**config.mk**
```make
export PLATFORM = sky130hd
export DESIGN_NAME = merge
export DESIGN_NICKNAME = d
export VERILOG_FILES = /design/src/rtl/merge_pkg.sv /design/src/rtl/merge_lane_buf.sv /design/src/rtl/merge.sv
export SDC_FILE = /design/constraint.sdc
export NUM_CORES = 2
export LEC_CHECK = 0
export CAP_MARGIN = 0
export CORE_MARGIN = 3
export CORE_UTILIZATION = 60
export DETAILED_ROUTE_END_ITERATION = 8
export PLACE_DENSITY = 0.79
export SYNTH_ARGS = -nofsm -noshare
export SYNTH_HDL_FRONTEND = slang
export SYNTH_HIERARCHICAL = 1
export SYNTH_SLANG_ARGS = --single-unit
```
**constraint.sdc**
```tcl
create_clock -name clk -period 4.9 [get_ports clk]
set_input_delay 0.735 -clock clk [delete_from_list [all_inputs] [get_ports clk]]
set_output_delay 0.735 -clock clk [all_outputs]
set_load 0.01 [all_outputs]
```
**src/rtl/merge_pkg.sv**
```systemverilog
// Shared defaults and types for the row merge block (lane buffers plus drain FSM).
package vrsm_pkg;
  localparam int DATA_WIDTH    = 32;
  localparam int BURST_LENGTH  = 32;
  localparam int KERNEL_LENGTH = 3;

  typedef enum logic {FILL, DRAIN} merge_state_t;
  typedef logic [DATA_WIDTH-1:0] word_t;
endpackage

```
**src/rtl/merge_lane_buf.sv**
```systemverilog
// Single-lane burst memory with a write port and a registered read port.
// The mem_checker port exists only when MERGE_CHECKER_EN is defined.
module merge_lane_buf #(
  parameter int DATA_WIDTH   = vrsm_pkg::DATA_WIDTH,
  parameter int BURST_LENGTH = vrsm_pkg::BURST_LENGTH,
  parameter int AW           = $clog2(BURST_LENGTH)
) (
  input  logic                  clk,
  input  logic                  rst,
  input  logic                  we,
  input  logic [AW-1:0]         waddr,
  input  logic [DATA_WIDTH-1:0] wdata,
  input  logic                  re,
  input  logic [AW-1:0]         raddr,
`ifdef MERGE_CHECKER_EN
  output logic [BURST_LENGTH-1:0][DATA_WIDTH-1:0] mem_checker,
`endif
  output logic [DATA_WIDTH-1:0] rdata
);

  logic [BURST_LENGTH-1:0][DATA_WIDTH-1:0] mem;

  // Contents survive reset; only the read register is cleared.
  always_ff @(posedge clk) begin
    if (we) mem[waddr] <= wdata;
  end

  always_ff @(posedge clk) begin
    if (!rst)    rdata <= '0;
    else if (re) rdata <= mem[raddr];
  end

`ifdef MERGE_CHECKER_EN
  assign mem_checker = mem;
`endif

endmodule

```
**src/rtl/merge.sv**
```systemverilog
// Row merge: collects KERNEL_LENGTH-wide vectors into per-lane bursts, then drains lane by lane.
// Define MERGE_CHECKER_EN to expose internal state on *_checker ports.
//
// state | meaning
// FILL  | accepting write vectors into all lanes at wptr; reads ignored
// DRAIN | popping lane_sel[rptr] on each read; writes ignored
module merge #(
  parameter int DATA_WIDTH    = vrsm_pkg::DATA_WIDTH,
  parameter int BURST_LENGTH  = vrsm_pkg::BURST_LENGTH,
  parameter int KERNEL_LENGTH = vrsm_pkg::KERNEL_LENGTH,
  parameter int PW            = $clog2(BURST_LENGTH),
  parameter int LSW           = (KERNEL_LENGTH > 1) ? $clog2(KERNEL_LENGTH) : 1
) (
  input  logic                              clk,
  input  logic                              rst,
  input  logic                              wen,
  input  logic [KERNEL_LENGTH*DATA_WIDTH-1:0] din,
  output logic                              full_flag,
  input  logic                              ren,
  output logic [DATA_WIDTH-1:0]             dout,
  output logic                              valid,
  output logic                              last,
`ifdef MERGE_CHECKER_EN
  output logic [PW-1:0]                     wptr_checker,
  output logic [PW-1:0]                     rptr_checker,
  output logic [LSW-1:0]                    lane_sel_checker,
  output logic                              state_checker,
  output logic [KERNEL_LENGTH-1:0][BURST_LENGTH-1:0][DATA_WIDTH-1:0] buf_checker,
`endif
  output logic                              empty_flag
);
  import vrsm_pkg::*;

  merge_state_t          state;
  logic [PW-1:0]         wptr, rptr;
  logic [LSW-1:0]        lane_sel, lane_q;
  logic                  lane_we, drain_rd;
  logic [DATA_WIDTH-1:0] lane_rdata [KERNEL_LENGTH];

  assign lane_we  = rst && (state == FILL)  && wen;
  assign drain_rd = rst && (state == DRAIN) && ren;

  for (genvar l = 0; l < KERNEL_LENGTH; l++) begin : g_lane
    merge_lane_buf #(
      .DATA_WIDTH  (DATA_WIDTH),
      .BURST_LENGTH(BURST_LENGTH)
    ) u_buf (
      .clk  (clk),
      .rst  (rst),
      .we   (lane_we),
      .waddr(wptr),
      .wdata(din[l*DATA_WIDTH +: DATA_WIDTH]),
      .re   (drain_rd && (lane_sel == LSW'(l))),
      .raddr(rptr),
`ifdef MERGE_CHECKER_EN
      .mem_checker(buf_checker[l]),
`endif
      .rdata(lane_rdata[l])
    );
  end

  // lane_q remembers which lane produced the registered word, since lane_sel may already have moved on.
  assign dout = lane_rdata[lane_q];

  always_ff @(posedge clk) begin
    if (!rst) begin
      state      <= FILL;
      wptr       <= '0;
      rptr       <= '0;
      lane_sel   <= '0;
      lane_q     <= '0;
      valid      <= 1'b0;
      last       <= 1'b0;
      full_flag  <= 1'b0;
      empty_flag <= 1'b1;
    end else begin
      case (state)
        FILL: begin
          valid <= 1'b0;
          last  <= 1'b0;
          if (wen) begin
            wptr <= wptr + 1'b1;
            if (wptr == PW'(BURST_LENGTH - 1)) begin
              state      <= DRAIN;
              full_flag  <= 1'b1;
              empty_flag <= 1'b0;
            end
          end
        end
        DRAIN: begin
          valid <= ren;
          last  <= ren && (rptr == PW'(BURST_LENGTH - 1));
          if (ren) begin
            lane_q <= lane_sel;
            rptr   <= rptr + 1'b1;
            if (rptr == PW'(BURST_LENGTH - 1)) begin
              if (lane_sel == LSW'(KERNEL_LENGTH - 1)) begin
                lane_sel   <= '0;
                state      <= FILL;
                full_flag  <= 1'b0;
                empty_flag <= 1'b1;
              end else begin
                lane_sel <= lane_sel + 1'b1;
              end
            end
          end
        end
        default: state <= FILL;
      endcase
    end
  end

`ifdef MERGE_CHECKER_EN
  assign wptr_checker     = wptr;
  assign rptr_checker     = rptr;
  assign lane_sel_checker = lane_sel;
  assign state_checker    = (state == DRAIN);
`endif

endmodule

```
==> summary.txt <==
Power and ir drop
  – Worst vdd ir: 0.000398 V
  – Overall power: 53.9 mW
  – Leak: 40.9 nW
  – Internal: 43.4 mW
  – Comb pwr share: 1.6%
  – Clock power frac: 42.8%
  – Sequential group share of total power: 55.6%
  – Switching Power: 10.4 mW
  – P per Cell Area: 386 nW/um^2
  – Sw Ratio: 19.4%

STA
  – Maximum operating frequency: 0.224 GHz
  – Clock skew: 0.0604 ns
  – Max Slew Vio Count: 0
  – Setup TNS: 0 ns
  – Relative max-transition margin: 7.62%
  – Worst Tran Pin Value: 1.37 ns
  – Final critical-path setup slack: 0.440 ns
  – Unrepaired setup endpoints after global routing: false
  – Final-report hold violation count: 0
  – Fin crit period: 4.46 ns
  – Tcrit/Tclk final: 91.0%
  – Final Setup Violations: 0

Routing
  – DRC viols: 0
  – DRT Wirelength: 302000 um
  – Drt wl/cell: 29.8 um
  – Vias per cell: 6.59
  – Initial DRC Count: 8598
  – Final antenna-violating net count: 0
  – Vias: 66.9k
  – First-pass iteration count of the detailed router: 8

Critical path
  – Worst EP arrival: 3.73 ns
  – Critical Path RT: 4.16 ns
  – Crit path kind: flip-flop to output port
  – Cell Chain, Critical Path: buf_4 -> mux2i_1 -> o21ai_0 -> clkdlybuf4s50_1
  – CP max FO: 21
  – Critical path's largest stage delay: 0.92 ns
  – CP Capture Type: output port
  – Startpoint of the worst register-to-register path: rptr[2]$_SDFFE_PN0P_
  – Worst path slowest cell: o21ai_0
  – Crit path from: lane_q[1]$_SDFFE_PN0P_
  – Worst Setup Start Kind: flip-flop

Final layout
  – Share of cells above drive strength 1: 11.2%
  – Area grow syn2layout: 12.8%
  – Finished Cell Area: 140000 um^2
  – Nets: 7320
  – Fillers: 12.4k

Synth
  – Top-area cell type share of the netlist area: 74.5%
  – Post-synthesis register bit count: 3187
  – Mapped Cells: 6910
  – Top cells by area in the synthesized netlist: edfxtp_1 (75%), mux2i_1 (13%), a22oi_1 (4.7%)
  – Syn Area/Cell: 17.9 um^2
  – Ys flop type: edfxtp_1
  – Unique cell type count in the Yosys netlist: 39
  – Yosys warnings: 6
  – Synth area leader: edfxtp_1
  – Number of flops mapped to enable cells by yosys: 3072
  – Sequential fraction of the synthesis area: 76.4%
  – Synth Net Count: 7014
  – Mapped cell area: 124000 um^2
  – Asr flop ratio synth: 0%

Clock tree
  – Skew-Pair Late Insertion Delay: 0.92 ns
  – # clock sinks: 3187
  – Post-CTS Setup Inserts: 0
  – Cts repair resizes: 0
  – Clock-pin transition on the worst setup and hold timing paths: 0.06 ns
  – Total CTS buffers: 320
  – Cell at the root of the clock tree: clkbuf_16
  – CTS tree: yes
  – # H-tree levels: 5
  – Hold_buf cts: 0
  – CTS Buffer Depth: 4

Global routing
  – Initial antenna violation count: 22
  – Total gr overflow: 0
  – Global-route wire length before repair: 438000 um
  – GRT Total Usage: 28.1%
  – Largest net degree at the start of global routing: 129
  – Vias in the first global route: 66.2k

Floorplanning
  – Initial Util: 60.4%
  – Die X: 460 um
  – Die Ht: 460 um
  – Core Area: 205000 um^2
  – Ports: 136
  – Die area: 212000 um^2
  – Rows: 166

Min path
  – Hold Startpoint: rst
  – Min-Delay Path Class: input pin to flip-flop

Placed design
  – Dpl cell area: 130000 um^2
  – Final Wtd Congestion: 0.868
  – DP Wirelength: 173000 um
  – Count of input and output buffers: 135
  – Pre-CTS setup slack: 0.655 ns

Job
  – Total of max-cap violations: 0

Run status
  – Outcome: finished, final reports clean
## cells in the final DEF (no fill, tap or decap), types with 4 or more instances in the layout
master	netlist	routed
a21boi_0	5	5
a21oi_1	481	481
a22oi_1	768	768
and2_1	8	5
buf_12	3	90
buf_4	67	185
bufinv_16	0	22
clkbuf_1	219	59
clkbuf_16	0	325
clkdlybuf4s50_1	0	132
clkinv_1	0	70
clkinv_2	0	53
clkinvlp_4	0	10
dfxtp_1	115	113
diode_2	0	12
edfxtp_1	3072	3072
ha_1	4	4
inv_6	0	6
mux2i_1	1571	1571
nand2_1	52	49
nand2_2	1	4
nand2b_2	0	6
nand3_1	10	10
nand3b_1	16	16
nor2_1	104	4
nor2_4	0	100
nor2b_4	0	6
o21ai_0	131	131
or3_1	5	5
or3b_2	9	9
or4_1	96	96
## worst max-delay path: cells and delay by family (launching register included)
family                 cells  cell delay, ns
multiplexers               1            0.12
AO/OA/AOI/OAI              1            0.92
buffers and inverters      2            1.17
flip-flops                 1            0.58
## routing by layer
metal	wire, um	up-vias	global-route usage [%]
met4	14700	18	12.7
met3	30400	675	5.41
met1	111000	33900	37.5
met2	146000	3878	45.5
met5	323	-	0
li1	-	28500	-
## power groups by stage
stage	logic [mW]	registers, mW	clock network (mW)
3_3_place_gp	0.792	30.6	0
3_5_place_dp	0.832	30.6	0
6_report	0.853	30.0	23.0
4_1_cts	0.839	30.0	23.3
5_1_grt	0.892	30.0	24.3
2_1_floorplan	0.153	30.5	0
## registers in the layout, indices dropped and copies added, names as in the netlist
register,cells
lane_sel,2
wptr,5
rptr,5
full_flag,1
empty_flag,1
last,1
valid,1
state,1
g_lane.u_buf/rdata,96
lane_q,2
g_lane.u_buf/mem,3072
## Yosys cell counts (5+ instances only)
cell type,count
nand3b_1,16
nand2_1,52
buf_1,27
mux2i_1,1571
and2_1,8
a21boi_0,5
a21oi_1,481
or3b_2,9
or4_1,96
buf_6,93
o21ai_0,131
clkbuf_1,219
nor2b_1,10
nor2_1,104
dfxtp_1,115
or3_1,5
buf_4,67
nand2b_1,8
clkbuf_4,9
nand3_1,10
edfxtp_1,3072
a22oi_1,768
## worst paths after layout
path | slack (ns) | cells after the start | to
setup reg to reg | 1.41 | 6 | g_lane[0].u_buf/rdata[0]$_SDFFE_PN0P_
hold / removal | 0.22 | 3 | g_lane[0].u_buf/rdata[27]$_SDFFE_PN0P_
setup / recovery | 0.44 | 4 | dout[14]
hold reg to reg | 0.53 | 2 | g_lane[1].u_buf/rdata[30]$_SDFFE_PN0P_
## cell families (layout without fill, tap and decap cells)
kind of cell    after synthesis  count (layout)  share of synthesized area [%]
compound gates             1389            1389                           7.19
xor+xnor                      4               4                         0.0283
fa+ha+maj                     4               4                         0.0404
buf+inv                     426             963                           2.16
flops                      3187            3187                           76.4
mux                        1571            1571                           12.7
other cells                   0              12                              0
simple gates                329             329                           1.47
## stage by stage
| step | instances | util [%] | hold slack [ns] |
|---|---|---|---|
| 5_1_grt | 10100 | 68.2 | 0.192 |
| 3_5_place_dp | 9582 | 63.4 | 0.512 |
| 4_1_cts | 10100 | 68.2 | 0.153 |
| 2_1_floorplan | 6910 | - | 0.485 |
| 3_3_place_gp | 9582 | 63.4 | 0.504 |
| 6_report | 10100 | 68.2 | 0.222 |
## layout make-up
cell class              count  area [um^2]  share of cell area, %
diodes                     12         30.0                 0.0215
inverters                   1         3.75                0.00269
repair buffers            409         4520                   3.24
flip-flops and latches   3187        94600                   67.7
clock inverters           166         1380                  0.985
clock buffers             387         8400                   6.01
well taps                2688         3360                   2.41
multi-input cells        3297        27400                   19.6
Power figures use the tool's default switching activity.
